`config.mk`:
```
export PLATFORM = sky130hd
export DESIGN_NAME = regfile_access_ctrl
export DESIGN_NICKNAME = d
export VERILOG_FILES = /design/src/rtl/regfile_access_ctrl.sv
export SDC_FILE = /design/constraint.sdc
export NUM_CORES = 1
export LEC_CHECK = 0
export BUFFER_PORTS_ARGS = -buffer_cell sky130_fd_sc_hd__buf_2
export CORE_MARGIN = 3
export CORE_UTILIZATION = 44
export CTS_BUF_LIST = sky130_fd_sc_hd__clkbuf_4 sky130_fd_sc_hd__clkbuf_8
export DETAILED_ROUTE_END_ITERATION = 10
export GPL_ROUTABILITY_DRIVEN = 1
export GPL_TIMING_DRIVEN = 0
export PLACE_DENSITY = 0.79
export SKIP_CTS_REPAIR_TIMING = 1
export SLEW_MARGIN = 20
export SYNTH_ARGS = -nofsm -noshare
export SYNTH_HDL_FRONTEND = slang
export SYNTH_SLANG_ARGS = --single-unit
```
`constraint.sdc`:
```
create_clock -name clk -period 2 [get_ports clk]
set_input_delay 0.1 -clock clk [delete_from_list [all_inputs] [get_ports clk]]
set_output_delay 0.1 -clock clk [all_outputs]
set_load 0.05 [all_outputs]
```
`src/rtl/regfile_access_ctrl.sv`:
```
`default_nettype none
// ============================================================================
//  Module   : regfile_access_ctrl
//  Purpose  : Round-robin sharing of one register file between requesters A
//             and B, with a zero-fill clear sequence after reset/on request.
//             Optional macro REGFILE_ACCESS_CTRL_ZERO_REG_EN hardwires reg 0
//             to zero.
//  Revision : 1.0 - initial release
// ============================================================================
module regfile_access_ctrl #(
    parameter int DATA_WIDTH = 32,
    parameter int ADDR_WIDTH = 5,
    parameter int NUM_REGS   = 32
) (
    input  logic                  clk,
    input  logic                  rst,
    input  logic                  clr_req,
    output logic                  busy,
    input  logic                  a_req,
    input  logic                  a_we,
    input  logic [ADDR_WIDTH-1:0] a_addr,
    input  logic [DATA_WIDTH-1:0] a_wdata,
    output logic                  a_gnt,
    output logic                  a_rvalid,
    output logic [DATA_WIDTH-1:0] a_rdata,
    input  logic                  b_req,
    input  logic                  b_we,
    input  logic [ADDR_WIDTH-1:0] b_addr,
    input  logic [DATA_WIDTH-1:0] b_wdata,
    output logic                  b_gnt,
    output logic                  b_rvalid,
    output logic [DATA_WIDTH-1:0] b_rdata,
    output logic                  rf_we,
    output logic [ADDR_WIDTH-1:0] rf_addr,
    output logic [DATA_WIDTH-1:0] rf_wdata,
    input  logic [DATA_WIDTH-1:0] rf_rdata
);

`ifdef REGFILE_ACCESS_CTRL_ZERO_REG_EN
    localparam bit c_ZERO_REG = 1'b1;
`else
    localparam bit c_ZERO_REG = 1'b0;
`endif

    localparam logic [ADDR_WIDTH-1:0] c_LAST_ADDR = ADDR_WIDTH'(NUM_REGS - 1);

    typedef enum logic [0:0] {
        ST_IDLE  = 1'b0,
        ST_CLEAR = 1'b1
    } state_t;

    state_t                  r_state;
    state_t                  w_state_nxt;
    logic [ADDR_WIDTH-1:0]   r_cnt;
    logic [ADDR_WIDTH-1:0]   w_cnt_nxt;
    logic                    r_prio;        // 0: A holds priority, 1: B
    logic                    r_a_rvalid;
    logic                    r_b_rvalid;
    logic [DATA_WIDTH-1:0]   r_a_rdata;
    logic [DATA_WIDTH-1:0]   r_b_rdata;
    logic                    w_a_zero;
    logic                    w_b_zero;

    assign w_a_zero = c_ZERO_REG && (a_addr == '0);
    assign w_b_zero = c_ZERO_REG && (b_addr == '0);

    always_comb begin
        w_state_nxt = r_state;
        w_cnt_nxt   = r_cnt;
        a_gnt       = 1'b0;
        b_gnt       = 1'b0;
        rf_we       = 1'b0;
        rf_addr     = '0;
        rf_wdata    = '0;
        case (r_state)
            ST_CLEAR: begin
                rf_we   = 1'b1;
                rf_addr = r_cnt;
                if (r_cnt == c_LAST_ADDR) begin
                    w_state_nxt = ST_IDLE;
                    w_cnt_nxt   = '0;
                end else begin
                    w_cnt_nxt = r_cnt + 1'b1;
                end
            end
            ST_IDLE: begin
                if (clr_req) begin
                    w_state_nxt = ST_CLEAR;
                end else if (a_req && (!b_req || !r_prio)) begin
                    a_gnt    = 1'b1;
                    rf_addr  = a_addr;
                    rf_we    = a_we && !w_a_zero;
                    rf_wdata = a_wdata;
                end else if (b_req) begin
                    b_gnt    = 1'b1;
                    rf_addr  = b_addr;
                    rf_we    = b_we && !w_b_zero;
                    rf_wdata = b_wdata;
                end
            end
            default: w_state_nxt = ST_CLEAR;
        endcase
        // Reset overrides everything that could touch the register file.
        if (rst) begin
            a_gnt = 1'b0;
            b_gnt = 1'b0;
            rf_we = 1'b0;
        end
    end

    always_ff @(posedge clk) begin
        if (rst) begin
            r_state    <= ST_CLEAR;
            r_cnt      <= '0;
            r_prio     <= 1'b0;
            r_a_rvalid <= 1'b0;
            r_b_rvalid <= 1'b0;
            r_a_rdata  <= '0;
            r_b_rdata  <= '0;
        end else begin
            r_state    <= w_state_nxt;
            r_cnt      <= w_cnt_nxt;
            r_a_rvalid <= a_gnt && !a_we;
            r_b_rvalid <= b_gnt && !b_we;
            if (a_gnt) begin
                r_prio <= 1'b1;
            end else if (b_gnt) begin
                r_prio <= 1'b0;
            end
            if (a_gnt && !a_we) begin
                r_a_rdata <= w_a_zero ? '0 : rf_rdata;
            end
            if (b_gnt && !b_we) begin
                r_b_rdata <= w_b_zero ? '0 : rf_rdata;
            end
        end
    end

    assign busy     = rst || (r_state == ST_CLEAR);
    assign a_rvalid = r_a_rvalid && !rst;
    assign b_rvalid = r_b_rvalid && !rst;
    assign a_rdata  = r_a_rdata;
    assign b_rdata  = r_b_rdata;

endmodule
`default_nettype wire

```
# [Word level (Yosys, flattened, before mapping)]
# Cells that the tools add are included.
[totals] ff_bits=73 latchBits=0 mem_bits_rw=0 mem_bits_ro=0 inputBits=113 output_inout_bits=107 wordCells=51 memories=0
[classes] n_addsub=1 n_mul=0 n_div=0 order_cmp=0 eq_ne=1 n_shift=0 muxes=28 n_bitwise=1 n_reduce_logical=13
[op_table] cell="two-way mux 32 bit" n=4
[op_table] cell="two-way mux 5 bit" n=4
[op_table] cell="two-way mux 1 bit" n=17
[op_table] cell="case mux 5 bit (2 select lines)" n=1
[op_table] cell="adder 5 x 1 -> 5 bit, second input constant" n=1
[op_table] cell="equality test 5 bit, second input constant" n=1
[op_table] cell="logical AND 1 bit" n=5
[op_table] cell="logical NOT 1 bit" n=5
[op_table] cell="case mux 1 bit (2 select lines)" n=2
[op_table] cell="logical OR 1 bit" n=2
[op_table] cell="nonzero test 2 bit" n=1
[op_table] cell="inverter 1 bit" n=1

# [Longest topological paths before layout]
# Gate-level depths: netlist (run 1).
[logic_depth] word_depth=9 depth_mapped=6

# [Worst setup path after synthesis (run 1)]
# OpenSTA, ideal clock, no wires.
[synth_timing] kind="register to output" start="reg r_prio" end="out rf_we" t_arrival_ns=2.043 required_ns=1.900 path_slack_ns=-0.143 path_stages_with_launch=5 path_buffers=1 path_cell_list="dfxtp_1 a21boi_0 clkbuf_1 a32oi_1 o31ai_1"
[synth_between] elab_chain_cells=7
[synth_rtl] item="start, declared" line_no="56" text="logic r_prio;"
[synth_rtl] item="start signal, assigned" line_no="115" text="r_prio <= 1'b0;"
[synth_rtl] item="start signal, assigned" line_no="126" text="r_prio <= 1'b1;"
[synth_rtl] item="start signal, assigned" line_no="128" text="r_prio <= 1'b0;"
[synth_rtl] item="logical NOT 1 bit" line_no="89" text="end else if (a_req && (!b_req || !r_prio)) begin"
[synth_rtl] item="logical OR 1 bit" line_no="89"
[synth_rtl] item="logical AND 1 bit" line_no="89"
[synth_rtl] item="two-way mux 1 bit" line_no="89"
[synth_rtl] item="two-way mux 1 bit" line_no="87" text="if (clr_req) begin"
[synth_rtl] item="case mux 1 bit (2 select lines)" line_no="75" text="case (r_state)"
[synth_rtl] item="two-way mux 1 bit" line_no="104" text="if (rst) begin"
[synth_rtl] item="end, declared" line_no="33" text="output logic rf_we,"
# No other way between the ends.

# [Final worst setup path (run 1)]
[layout_timing] start="reg r_prio" end="out rf_wdata[17]"
[layout_between] elab_chain_cells=6
[layout_rtl] item="logical NOT 1 bit" line_no="89"
[layout_rtl] item="logical OR 1 bit" line_no="89"
[layout_rtl] item="logical AND 1 bit" line_no="89"
[layout_rtl] item="two-way mux 32 bit" line_no="89"
[layout_rtl] item="two-way mux 32 bit" line_no="87"
[layout_rtl] item="two-way mux 32 bit" line_no="75"
[layout_rtl] item="end, declared" line_no="35" text="output logic [DATA_WIDTH-1:0] rf_wdata,"
# No other way between the ends.

==> impl_metrics.ini, run 1 <==
[floorplanning]
floorplan.io_pins = 220
die_y_um = 95.9
design.core.area_mm2 = 0.00781
std_cell_rows = 32
die-area_mm2 = 0.00921
start_util_pct = 45.6
floorplan.die.width_um = 95.9

[cells_and_area]
diodes = 0
most-common-layout-cells = 197 x buf_2, 73 x dfxtp_1, 62 x nor2b_1
layout-drive-gt1-share_pct = 52.1
commonest_non_fill_non_tap_cell_in_the_layout = buf_2
syn2layout_area_growth_pct = 53.1
fin_nets = 764

[logic_synthesis]
synthesis.nets = 509
muxShareOfSynthArea_pct = 20.9
ys_ff_latch = 73
synth_compound_area_share_pct = 6.01
post_synth_inst_count = 394
synthXorXnorAreaFrac_pct = 0
synth_simple_gate_area_share_pct = 26.6
yosys_warnings = 0
yosys.area_share.adder_pct = 0.703
dominant_combinational_cell_family_by_area_after_synthesis = simple AND/OR/NAND/NOR gates
synthesis.area_per_instance_um2 = 9.03
mappedNetlistArea_mm2 = 0.00356
synth_sequential_area_ratio_pct = 41.1
netlist-cell-type-count = 30

[route]
route.vias.total = 3747
drt-initial-drc-count = 111
post_drt_wl_per_cell_um = 16.0
drc = 0
post_route_ant_nets = 0
drt-pass1-iter-count = 4
route.detailed.vias_per_inst = 4.96
wirelength_um = 12100

[placement]
half_perimeter_wire_length_after_detailed_placement_um = 9090
io_buffer_count = 218
routabilityCongestion = 0.871
placement.setup.worst_slack_ps = 43.4

[cts]
clock_path_buffers = 2
clk_root_buffer_cell = clkbuf_8
clkSinkCount = 73
clkLatencyLatePin_ps = 350
ctsHtreeMaxLevel = 3
tritoncts = yes
tritoncts.num_buffers = 9
clk_transition_reported_paths_ps = 70

[run]
max_cap_violations = 0

[setup_path]
crit_arrival_ps = 1800
end_kind = output port
worstPathRequired_ps = 1900
reg2reg_from = r_state
critical_path_peak_fanout = 10
worstSetupPathType = flip-flop to output port
worstSetupStartpointType = flip-flop
cp-startpoint = r_prio

[power]
ir_drop_uv = 524
power_density_of_the_placed_cells_mw_per_mm2 = 566
power.leakage_nw = 2.73
power.total_mw = 3.08

[status]
status = finished with violations
violations = hold timing

[timing]
setup_repair_after_global_routing_missed_its_margin = false
timing.max_slew.rel_slack_pct = 65.5
maxClockFrequency_ghz = 0.525
setup_viol_count_final = 0
finalHoldWorstSlack_ps = -2.75
finalWorstSetupSlack_ps = 95.2
tightest_slew_ps = 518
clock-skew-final_ps = 12.9
layout_min_cycle_time_ps = 1900
report.final.slew_viol_count = 0
finalHoldViolCount = 1
min_period_over_period_pct = 95.2

[global_route]
total_grt_usage_pct = 23.2
grt_pass1_wl_um = 16500
initial_antenna_violation_count = 0
grt_overflow_total = 0
grt_start_max_net_pins = 14
via_count_of_the_first_global_routing_pass = 3551

[min_path]
worstHoldPathType = input port to flip-flop
worst_hold_startpoint = rf_rdata[22]
## flip-flops by register name (all words and copies together) (netlist names)
signal      flops
r_state         1
r_a_rvalid      1
r_cnt           5
a_rdata        32
b_rdata        32
r_b_rvalid      1
r_prio          1
## cell type report
cell class | count | area (µm²)
plain buffers | 32 | 193
clock buffers | 10 | 131
clock inverters | 6 | 90.1
fillers | 619 | 2360
inverters | 1 | 3.75
multi-input cells | 287 | 2010
flip-flops and latches | 73 | 1460
well taps | 102 | 128
repair buffers | 245 | 1430
## cells in the mapped netlist (all sizes together)
master  count  area (µm²)
dfxtp      73        1460
nor2b      62         388
mux2       60         676
nand2      47         176
nand3      43         215
a21oi      35         175
clkbuf     19        71.3
buf        14        92.6
mux2i       7        70.1
nand4       7        43.8
nor2        7        26.3
nor3        3        26.3
and3        2        12.5
ha          2        25.0
or2         2        12.5
a21bo       1        10.0
a21boi      1        7.51
a32oi       1        8.76
and4b       1        10.0
inv         1        3.75
nand2b      1        6.26
nor3b       1        7.51
nor4bb      1        10.0
o21ai       1        5.00
o31ai       1        7.51
or3         1        11.3
## power by group
part / leakage, nW / switching, mW / internal, mW
Sequential: 0.588 / 0.00706 / 1.46
Clock: 0.111 / 0.559 / 0.723
Combinational: 2.03 / 0.178 / 0.159
Total: 2.73 / 0.744 / 2.34
## routing by layer
metal	up-vias	global-route usage, %	share of wire (%)
li1	1854	-	-
met1	1710	22.8	36
met2	157	42.9	52
met3	26	8.68	8.7
met4	0	10.2	3.1
met5	-	0	0
## stage by stage
step                      cell area (µm²)  instances  hold WS, ps  setup TNS [ps]  util, %
final                                5450        756        -2.75               0     69.8
after global routing                 5450        756        0.520               0     69.8
after detailed placement             4850        714          344               0     62.1
after floorplan                      3630        394          246           -54.1        -
after global placement               4850        714          337               0     62.1
after CTS                            5070        730        -30.7           -8500     64.9
## worst paths after layout
check | to | slack (ps) | depth (start not counted)
worst min register to register | b_rdata[29] | 460 | 2
worst max register to register | a_rdata[20] | 100 | 5
worst max-delay path | rf_wdata[17] | 100 | 6
worst min-delay path | a_rdata[22] | -3 | 2
## critical path, stage by stage, from the launching register on
cell	delay, ps
dfxtp_1	380
a21bo_2	200
buf_4	180
buf_4	180
nand3_1	110
a21oi_2	160
clkbuf_4	240
## logic make-up (layout without fill, tap and decap cells)
family                   after synthesis  count (layout)
AND/OR/NAND/NOR                      178             178
multiplexers                          67              67
adder cells (fa/ha/maj)                2               2
buffers and inverters                 34             294
AO/OA/AOI/OAI                         40              40
flip-flops                            73              73
Note: power is estimated with default switching activity, not from simulation.
==> run 2, diff against run 1 <==
--- a/config.mk
+++ b/config.mk
@@ -13,6 +13,7 @@
 export GPL_ROUTABILITY_DRIVEN = 1
 export GPL_TIMING_DRIVEN = 0
 export PLACE_DENSITY = 0.79
+export REMOVE_ABC_BUFFERS = 1
 export SKIP_CTS_REPAIR_TIMING = 1
 export SLEW_MARGIN = 20
 export SYNTH_ARGS = -nofsm -noshare
==> constraint.sdc (replaced) <==
create_clock -name clk -period 2.1 [get_ports clk]
set_input_delay 0.105 -clock clk [delete_from_list [all_inputs] [get_ports clk]]
set_output_delay 0.105 -clock clk [all_outputs]
set_load 0.05 [all_outputs]
==> run 2 against run 1 <==
Effect of this change: the run now ends clean; sequential cell count stayed put; critical path depth is 1 lower; non-clock buffer count is 42 lower; combinational power is 18% lower; critical path type is now input port to output port.
==> impl_metrics.ini, run 2 (synthesis results as in run 1) <==
[setup_path]
critical_path_peak_fanout = 42
reg2reg_slack_ps = 180
worstSetupPathType = input port to output port
worstPathRequired_ps = 2000
worstSetupStartpointType = input port
end_kind = output port
crit_arrival_ps = 1880

[cells_and_area]
layout-drive-gt1-share_pct = 50.7
commonest_non_fill_non_tap_cell_in_the_layout = buf_2
syn2layout_area_growth_pct = 42.8
fin_util_pct = 65.1
most-common-layout-cells = 215 x buf_2, 72 x dfxtp_1, 62 x nor2b_1
fin_nets = 722

[cts]
clock_path_buffers = 2
clk_transition_reported_paths_ps = 70
tritoncts = yes
tritoncts.num_buffers = 9
ctsHtreeMaxLevel = 3
clkLatencyLatePin_ps = 340
clkSinkCount = 73
clk_root_buffer_cell = clkbuf_8

[floorplanning]
start_util_pct = 45.6
std_cell_rows = 32
design.core.area_mm2 = 0.00781
die_y_um = 95.9
floorplan.io_pins = 220
die-area_mm2 = 0.00921
floorplan.die.width_um = 95.9

[timing]
clock-skew-final_ps = 11.8
maxClockFrequency_ghz = 0.503
setup_viol_count_final = 0
layout_min_cycle_time_ps = 1990
finalWorstSetupSlack_ps = 113
min_period_over_period_pct = 94.6
tightest_slew_ps = 747
report.final.slew_viol_count = 0
finalHoldWorstSlack_ps = 1.37
finalHoldViolCount = 0
timing.max_slew.rel_slack_pct = 50.2

[route]
route.vias.total = 3637
post_drt_wl_per_cell_um = 15.2
drt-pass1-iter-count = 4
route.detailed.vias_per_inst = 5.09
post_route_ant_nets = 0
wirelength_um = 10800
drc = 0
drt-initial-drc-count = 113

[status]
status = completed

[placement]
routabilityCongestion = 0.821
placement.setup.worst_slack_ps = -357
io_buffer_count = 219
half_perimeter_wire_length_after_detailed_placement_um = 7930

[power]
power.leakage_nw = 2.62
ir_drop_uv = 496
power_density_of_the_placed_cells_mw_per_mm2 = 568
power.total_mw = 2.89

[global_route]
grt_start_max_net_pins = 74
grt_overflow_total = 0
total_grt_usage_pct = 21.1
via_count_of_the_first_global_routing_pass = 3291
grt_pass1_wl_um = 15200
initial_antenna_violation_count = 1

[run]
max_cap_violations = 0

[min_path]
worstHoldPathType = input port to flip-flop
[run 2: changes by cell type in the layout (fill, tap and decap cells not counted), sizes merged]
cell         delta
clkinvlp        -1
dlygate4sd3    -16
inv             -2
buf             -2
clkinv          +2
diode           +1
clkbuf         -23
[run 2: final timing paths]
check,start,endpoint,cells after the start
max,b_req,rf_wdata[0],5
min,rf_rdata[6],b_rdata[6],2
max reg2reg,r_state,a_rdata[28],4
min reg2reg,b_rdata[9],b_rdata[9],2
[run 2: report_power, final]
group | switching (mW) | internal, mW | leakage (nW) | total [mW]
clock network | 0.506 | 0.713 | 0.117 | 1.22
registers | 0.00685 | 1.39 | 0.588 | 1.39
logic | 0.149 | 0.125 | 1.92 | 0.274
[run 2: cell type report]
| class | count | area [µm²] |
|---|---|---|
| clock buffer | 11 | 145 |
| multi-input combinational | 287 | 1960 |
| timing repair buffer | 235 | 1300 |
| clock inverter | 5 | 78.8 |
| sequential | 73 | 1460 |
| fill | 676 | 2720 |
| inverter | 1 | 3.75 |
| tap | 102 | 128 |
| antenna | 1 | 2.50 |
[run 2: critical path, stage by stage]
cell      delay [ps]
buf_2            580
a21bo_4          520
nand3_1          160
a21oi_1          240
clkbuf_4         260
[run 2: per-stage QoR]
step / area (µm²) / instances / TNS [ps]
2_1_floorplan: 3400 / 361 / -55530
3_3_place_gp: 4620 / 682 / -137880
3_5_place_dp: 4710 / 686 / -11110
4_1_cts: 4930 / 702 / -6590
5_1_grt: 5080 / 715 / -2.42
6_report: 5080 / 715 / 0
[run 2: routing by layer]
| layer | track usage (%) | up-vias | wire length (µm) |
|---|---|---|---|
| li1 | - | 1772 | - |
| met1 | 21.9 | 1689 | 4030 |
| met2 | 37.7 | 158 | 5460 |
| met3 | 7.66 | 18 | 1090 |
| met4 | 9.72 | 0 | 254 |
| met5 | 0 | - | 0 |
